<file path="src/rtl/mips_core_pkg.sv">
// ============================================================================
//  Module      : mips_core_pkg
//  Description : Shared MIPS core definitions: control-transfer opcodes,
//                fetch entry layout and the branch/jump pre-decode helper.
//  Revision    : 1.0 - initial release
// ============================================================================
`default_nettype none

`ifndef ADDR_WIDTH
`define ADDR_WIDTH 32
`endif

package mips_core_pkg;

    localparam logic [5:0] OP_SPECIAL = 6'h00;
    localparam logic [5:0] OP_REGIMM  = 6'h01;
    localparam logic [5:0] OP_J       = 6'h02;
    localparam logic [5:0] OP_JAL     = 6'h03;
    localparam logic [5:0] OP_BEQ     = 6'h04;
    localparam logic [5:0] OP_BNE     = 6'h05;
    localparam logic [5:0] OP_BLEZ    = 6'h06;
    localparam logic [5:0] OP_BGTZ    = 6'h07;

    localparam logic [5:0] FUNCT_JR   = 6'h08;
    localparam logic [5:0] FUNCT_JALR = 6'h09;

    typedef struct packed {
        logic [`ADDR_WIDTH-1:0] pc;
        logic [31:0]            inst;
    } fetch_entry_t;

    // True for any instruction that redirects the PC (branches, jumps, jr/jalr).
    function automatic logic is_ctrl_xfer(input logic [31:0] inst);
        logic r_hit;
        r_hit = 1'b0;
        case (inst[31:26])
            OP_REGIMM, OP_J, OP_JAL, OP_BEQ, OP_BNE, OP_BLEZ, OP_BGTZ:
                r_hit = 1'b1;
            OP_SPECIAL:
                r_hit = (inst[5:0] == FUNCT_JR) || (inst[5:0] == FUNCT_JALR);
            default:
                r_hit = 1'b0;
        endcase
        return r_hit;
    endfunction

endpackage

`default_nettype wire

</file>
<file path="src/rtl/thread_inst_fifo.sv">
// ============================================================================
//  Module      : thread_inst_fifo
//  Description : Single-thread instruction FIFO with push/pop/flush and
//                full/empty status; head entry is presented combinationally.
//  Revision    : 1.0 - initial release
// ============================================================================
`default_nettype none

module thread_inst_fifo
    import mips_core_pkg::*;
#(
    parameter int  DEPTH   = 4,
    parameter type ENTRY_T = fetch_entry_t
) (
    input  logic   clk,
    input  logic   rst_n,
    input  logic   push,
    input  ENTRY_T push_data,
    input  logic   pop,
    input  logic   flush,
    output ENTRY_T head,
    output logic   full,
    output logic   empty
);

    localparam int c_AW = $clog2(DEPTH);

    ENTRY_T           r_mem [DEPTH];
    logic [c_AW:0]    r_wr_ptr;
    logic [c_AW:0]    r_rd_ptr;
    logic             w_push;
    logic             w_pop;

    // Extra pointer MSB distinguishes a wrapped (full) FIFO from an empty one.
    assign empty  = (r_wr_ptr == r_rd_ptr);
    assign full   = (r_wr_ptr[c_AW] != r_rd_ptr[c_AW]) &&
                    (r_wr_ptr[c_AW-1:0] == r_rd_ptr[c_AW-1:0]);
    assign head   = r_mem[r_rd_ptr[c_AW-1:0]];

    assign w_push = push && !full  && !flush;
    assign w_pop  = pop  && !empty && !flush;

    always_ff @(posedge clk) begin
        if (w_push) begin
            r_mem[r_wr_ptr[c_AW-1:0]] <= push_data;
        end
    end

    always_ff @(posedge clk or negedge rst_n) begin
        if (!rst_n) begin
            r_wr_ptr <= '0;
            r_rd_ptr <= '0;
        end else if (flush) begin
            r_wr_ptr <= '0;
            r_rd_ptr <= '0;
        end else begin
            if (w_push) r_wr_ptr <= r_wr_ptr + 1'b1;
            if (w_pop)  r_rd_ptr <= r_rd_ptr + 1'b1;
        end
    end

    a_no_push_when_full: assert property (
        @(posedge clk) disable iff (!rst_n) !(push && full && !flush)
    );

endmodule

`default_nettype wire

</file>
<file path="src/rtl/mt_fetch_decode_queue.sv">
// ============================================================================
//  Module      : mt_fetch_decode_queue
//  Description : Per-thread fetch buffers with round-robin arbitration into a
//                registered decode stage; blocks threads on control transfers.
//  Revision    : 1.0 - initial release
// ============================================================================
`default_nettype none

module mt_fetch_decode_queue
    import mips_core_pkg::*;
#(
    parameter int NUM_THREADS     = 4,
    parameter int DEPTH           = 4,
    parameter int ADDR_WIDTH      = `ADDR_WIDTH,
    parameter bit BLOCK_ON_BRANCH = 1'b1,
    parameter int TID_W           = (NUM_THREADS > 1) ? $clog2(NUM_THREADS) : 1
) (
    input  logic                   clk,
    input  logic                   rst_n,
    input  logic                   in_valid,
    input  logic [TID_W-1:0]       in_tid,
    input  logic [ADDR_WIDTH-1:0]  in_pc,
    input  logic [31:0]            in_inst,
    output logic [NUM_THREADS-1:0] in_ready,
    output logic                   out_valid,
    input  logic                   out_ready,
    output logic [TID_W-1:0]       out_tid,
    output logic [ADDR_WIDTH-1:0]  out_pc,
    output logic [31:0]            out_inst,
    input  logic [NUM_THREADS-1:0] flush,
    input  logic                   resolve_valid,
    input  logic [TID_W-1:0]       resolve_tid,
    output logic [NUM_THREADS-1:0] blocked
);

    typedef struct packed {
        logic [ADDR_WIDTH-1:0] pc;
        logic [31:0]           inst;
    } entry_t;

    entry_t                 w_push_data;
    entry_t                 w_head [NUM_THREADS];
    entry_t                 w_grant_entry;
    logic [NUM_THREADS-1:0] w_full;
    logic [NUM_THREADS-1:0] w_empty;
    logic [NUM_THREADS-1:0] w_push;
    logic [NUM_THREADS-1:0] w_pop;
    logic [NUM_THREADS-1:0] w_eligible;
    logic [NUM_THREADS-1:0] w_blocked_nxt;
    logic                   w_load_en;
    logic                   w_grant_vld;
    logic [TID_W-1:0]       w_grant_tid;
    logic [TID_W-1:0]       w_rr_nxt;
    logic                   w_set_block;

    logic                   r_out_valid;
    logic [TID_W-1:0]       r_out_tid;
    logic [ADDR_WIDTH-1:0]  r_out_pc;
    logic [31:0]            r_out_inst;
    logic [NUM_THREADS-1:0] r_blocked;
    logic [TID_W-1:0]       r_rr_ptr;

    assign w_push_data = '{pc: in_pc, inst: in_inst};
    assign w_load_en   = !r_out_valid || out_ready;
    assign w_eligible  = ~w_empty & ~r_blocked & ~flush;

    generate
        for (genvar g = 0; g < NUM_THREADS; g++) begin : g_thread_fifo
            assign w_push[g] = in_valid && (in_tid == TID_W'(g));
            assign w_pop[g]  = w_load_en && w_grant_vld && (w_grant_tid == TID_W'(g));

            thread_inst_fifo #(
                .DEPTH   (DEPTH),
                .ENTRY_T (entry_t)
            ) u_fifo (
                .clk       (clk),
                .rst_n     (rst_n),
                .push      (w_push[g]),
                .push_data (w_push_data),
                .pop       (w_pop[g]),
                .flush     (flush[g]),
                .head      (w_head[g]),
                .full      (w_full[g]),
                .empty     (w_empty[g])
            );
        end
    endgenerate

    // Round-robin scan starting at r_rr_ptr, wrapping at NUM_THREADS.
    always_comb begin
        logic [TID_W:0] v_idx;
        v_idx       = '0;
        w_grant_vld = 1'b0;
        w_grant_tid = '0;
        for (int i = 0; i < NUM_THREADS; i++) begin
            v_idx = {1'b0, r_rr_ptr} + (TID_W+1)'(i);
            if (v_idx >= (TID_W+1)'(NUM_THREADS)) begin
                v_idx = v_idx - (TID_W+1)'(NUM_THREADS);
            end
            if (!w_grant_vld && w_eligible[v_idx[TID_W-1:0]]) begin
                w_grant_vld = 1'b1;
                w_grant_tid = v_idx[TID_W-1:0];
            end
        end
    end

    assign w_grant_entry = w_head[w_grant_tid];
    assign w_rr_nxt      = (w_grant_tid == TID_W'(NUM_THREADS - 1)) ? '0 : w_grant_tid + 1'b1;
    assign w_set_block   = BLOCK_ON_BRANCH && w_load_en && w_grant_vld &&
                           is_ctrl_xfer(w_grant_entry.inst);

    // Block set beats resolve; flush beats both.
    always_comb begin
        w_blocked_nxt = r_blocked;
        if (resolve_valid) w_blocked_nxt[resolve_tid] = 1'b0;
        if (w_set_block)   w_blocked_nxt[w_grant_tid] = 1'b1;
        w_blocked_nxt = w_blocked_nxt & ~flush;
    end

    always_ff @(posedge clk or negedge rst_n) begin
        if (!rst_n) begin
            r_out_valid <= 1'b0;
            r_out_tid   <= '0;
            r_out_pc    <= '0;
            r_out_inst  <= '0;
            r_blocked   <= '0;
            r_rr_ptr    <= '0;
        end else begin
            r_blocked <= w_blocked_nxt;
            if (w_load_en) begin
                r_out_valid <= w_grant_vld;
                if (w_grant_vld) begin
                    r_out_tid  <= w_grant_tid;
                    r_out_pc   <= w_grant_entry.pc;
                    r_out_inst <= w_grant_entry.inst;
                    r_rr_ptr   <= w_rr_nxt;
                end
            end else if (flush[r_out_tid]) begin
                r_out_valid <= 1'b0;
            end
        end
    end

    assign in_ready  = ~w_full;
    assign out_valid = r_out_valid;
    assign out_tid   = r_out_tid;
    assign out_pc    = r_out_pc;
    assign out_inst  = r_out_inst;
    assign blocked   = r_blocked;

endmodule

`default_nettype wire

</file>
<file path="config.mk">
export PLATFORM = sky130hd
export DESIGN_NAME = mt_fetch_decode_queue
export DESIGN_NICKNAME = d
export VERILOG_FILES = /design/src/rtl/mips_core_pkg.sv /design/src/rtl/thread_inst_fifo.sv /design/src/rtl/mt_fetch_decode_queue.sv
export SDC_FILE = /design/constraint.sdc
export NUM_CORES = 1
export LEC_CHECK = 0
export BUFFER_PORTS_ARGS = -buffer_cell sky130_fd_sc_hd__clkbuf_2
export CORE_MARGIN = 2
export CORE_UTILIZATION = 49
export DETAILED_ROUTE_END_ITERATION = 10
export GPL_TIMING_DRIVEN = 0
export HOLD_SLACK_MARGIN = 0.15
export PLACE_DENSITY = 0.67
export SLEW_MARGIN = 25
export SYNTH_ARGS = -nofsm -noshare
export SYNTH_HDL_FRONTEND = slang
export SYNTH_SLANG_ARGS = --single-unit
export TNS_END_PERCENT = 100
</file>
<file path="constraint.sdc">
create_clock -name clk -period 4.46 [get_ports clk]
set_clock_uncertainty 0.15 [all_clocks]
set_input_delay 0.892 -clock clk [delete_from_list [all_inputs] [get_ports clk]]
set_output_delay 0.892 -clock clk [all_outputs]
set_load 0.01 [all_outputs]
</file>
==> summary.txt <==
CTS
  – H-tree Lvls: 3
  – Setup Fix Bufs, Post-CTS: 0
  – CTS buffer count: 109
  – Clock sinks: 1121
  – Reg clk slew, reported paths: 60 ps
  – Post-CTS resize count: 0
  – CTS tree: built
  – Max clock buf depth: 3
  – Clock root cell: clkbuf_16
  – Worst skew pair latency: 660 ps

Setup path
  – CP top delay family: buffers and inverters
  – Worst path cell trace: xor2_1, o311a_1, a211o_1, nor2_2, inv_2, buf_6, buf_6, buf_4, buf_4, ha_1, inv_1, a311oi_1, nand2_1, xor2_1, nor2_1
  – WP buf/inv: 6
  – Worst EP required: 4840 ps
  – Worst setup path category: flip-flop to flip-flop
  – Worst Path Max Fanout: 11
  – Crit. End Element: flip-flop
  – Largest stage delay on the critical path: 530 ps
  – Critical path arrival: 4390 ps
  – CP max stage cell: a311oi_1
  – CP Launch Type: flip-flop

Power
  – Clock share of power: 40.3%
  – Peak supply drop: 0.374 mV
  – Flop pwr share: 52.8%
  – Pwr/cell area: 462 nW/um2
  – Logic gate share of total power: 6.9%
  – Int Pwr: 17.8 mW
  – Psw: 5.14 mW
  – Switch share: 22.4%
  – Leak pwr: 16.8 nW

STA
  – Final setup fails: 0
  – Worst-Margin Slew: 1110 ps
  – Final period util: 90.0%
  – Highest Clock Rate: 249 MHz
  – Slew HR: 25.8%
  – RSZ-0062 raised after global routing: false
  – Setup TNS: 0 ps
  – Pins Over Slew Limit: 0
  – Final number of hold-violating endpoints: 0
  – Final min period: 4010 ps
  – Min Hold Slack: 326 ps

Global routing
  – Gr usage total: 22.4%
  – Grt ovf: 0
  – Largest net degree at the start of global routing: 66
  – Vias in the first global route: 21855
  – First-pass GRT wire length: 146000 um
  – Antenna violations before repair: 5

Job
  – Max-Cap Viols: 0

Placement
  – Port bufs: 151
  – Cells after DPL: 3357
  – DP Area: 46200 um2
  – GP Congestion: 0.809
  – Post-detail-place hpwl: 63100 um

Routing
  – Total routed wirelength: 100000 um
  – Initial drt markers: 2258
  – Residual DRC: 0
  – Vias: 21131
  – Via/cell ratio: 5.93
  – Detailed-route wire length per cell: 28.1 um
  – Drt first pass iters: 5
  – Routed Antenna Nets: 0

Die
  – Die Wd: 301 um
  – Row count: 108
  – Starting Density: 49.6%
  – Die ar.: 90700 um2
  – Die extent in y: 301 um
  – Core area: 87200 um2
  – Top Ports: 152

Yosys
  – Fraction of registers with async set/reset: 8.65%
  – Syn Std Cell Area: 43300 um2
  – Seq/Total Area, Yosys: 76.7%
  – Post-synth top area share: 71.1%
  – Post-synthesis net count: 2123
  – Mapped Avg Cell Area: 21.4 um2
  – Cell accounting for the most synthesized area: edfxtp_1
  – Most frequent cell after synthesis: edfxtp_1
  – Synthesized flop and latch total: 1121
  – Post-synth EDFFs: 1024
  – Synth Instances: 2022
  – Synth cell types: 62
  – Synth Flop Type: edfxtp_1
  – Synth top area cells: edfxtp_1 71%, mux4_2 13%, dfrtp_1 5.6%
  – Syn. warnings: 0
  – Synth top cells by count: 1024 x edfxtp_1, 257 x mux4_2, 131 x mux2i_1

Finish
  – Layout cell share with drive strength beyond 1: 27.8%
  – Layout area overhead: 15.1%
  – Final instance area: 49800 um2
  – Finished Layout Cells: 3562
  – Nets@finish: 2413
  – Final core utilization: 57.1%

Run status
  – Status: complete, no violations

Worst hold path
  – Worst hold path type: flip-flop to flip-flop
## worst reg2reg max path, delay by kind of cell (launching register included)
family	cells	cell delay [ps]
xor gates and xnor gates	2	650
adders and majority gates	1	200
DFF	1	400
and+or+nand+nor	3	290
AOI/OAI and AO/OA	3	1000
buffers and inverters	6	1190
## kinds of logic after synthesis
| group | synth area share (%) |
|---|---|
| flip-flops | 76.7 |
| multiplexers | 16.6 |
| AND/OR/NAND/NOR | 1.98 |
| AO/OA/AOI/OAI | 2.25 |
| buffers and inverters | 1.24 |
| XOR/XNOR | 0.567 |
| adder cells (fa/ha/maj) | 0.694 |
## registers in the layout (all words and copies together) (netlist names), 2 cells and up
name and count:
out_tid 2, g_thread_fifo.u_fifo.r_wr_ptr 12, blocked 4, out_pc 32, g_thread_fifo.u_fifo.r_rd_ptr 12, r_rr_ptr 2, out_inst 32, g_thread_fifo.u_fifo.r_mem 1024
## cell type report
class / count / area (um2)
Buffer: 103 / 479
Clock buffer: 156 / 3080
Fill cell: 6369 / 37400
Timing Repair Buffer: 181 / 1400
Tap cell: 1155 / 1450
Clock inverter: 49 / 547
Inverter: 18 / 67.6
Antenna cell: 1 / 2.50
Sequential cell: 1121 / 33200
Multi-Input combinational cell: 778 / 9590
## metrics by stage
stage | setup slack [ps] | power (mW)
6_report | 446 | 23.0
5_1_grt | 141 | 23.7
4_1_cts | 96.0 | 23.1
3_5_place_dp | -115 | 14.0
3_3_place_gp | -1450 | 13.9
2_1_floorplan | 580 | 13.0
## final timing paths
path	start	slack [ps]	end	cells after the start
setup / recovery	g_thread_fifo[0].u_fifo.r_rd_ptr[2]	450	g_thread_fifo[2].u_fifo.r_rd_ptr[2]	15
hold / removal	out_inst[3]	330	out_inst[3]	1
setup reg to reg	g_thread_fifo[0].u_fifo.r_rd_ptr[2]	450	g_thread_fifo[2].u_fifo.r_rd_ptr[2]	15
hold reg to reg	out_inst[3]	330	out_inst[3]	1
max in group asynchronous	rst_n	2810	out_pc[13]	3
min in group asynchronous	rst_n	570	out_inst[26]	2
## what timing repair did
| item | in CTS | in global routing |
|---|---|---|
| hold endpoints to repair | 32 | 0 |
| hold buffers | 1 | 0 |
| endpoints found under the setup margin | 0 | 6 |
## layer usage
metal,global-route usage (%),up-vias,wire (um)
met4,5.80,8,2200
met2,36.4,833,49200
met5,0,-,49
met3,4.01,143,7550
li1,-,8949,-
met1,31.8,11198,41100
## cell usage in the layout, fill, tap and decap left out, types with 3 or more instances in the layout
cell	count
clkinv_2	14
buf_4	9
buf_1	9
clkbuf_16	111
a21oi_1	53
clkinv_1	14
buf_12	23
xor2_1	17
clkbuf_2	163
buf_16	6
clkbuf_8	14
and2_4	16
nand3_1	10
bufinv_16	11
mux4_2	257
buf_2	16
clkinvlp_4	4
inv_1	16
nand4_1	5
inv_6	3
nor3_1	54
nand2b_1	6
buf_6	3
nand2_1	25
nor2_1	34
o21ai_1	44
clkbuf_1	85
edfxtp_1	1024
mux2_2	5
o211ai_1	6
mux2i_1	131
o31ai_1	3
o21ai_0	28
dfrtp_1	97
nor2b_1	5
ha_1	24
xnor2_1	11
o32ai_1	3
## power groups by stage
stage | Clock (mW) | Combinational, mW | Sequential, mW
after floorplan | 0 | 0.662 | 12.4
after global placement | 0 | 1.55 | 12.4
after detailed placement | 0 | 1.61 | 12.4
after CTS | 9.38 | 1.61 | 12.2
after global routing | 9.80 | 1.74 | 12.2
final | 9.25 | 1.59 | 12.1
Note: power is estimated with default switching activity, not from simulation.
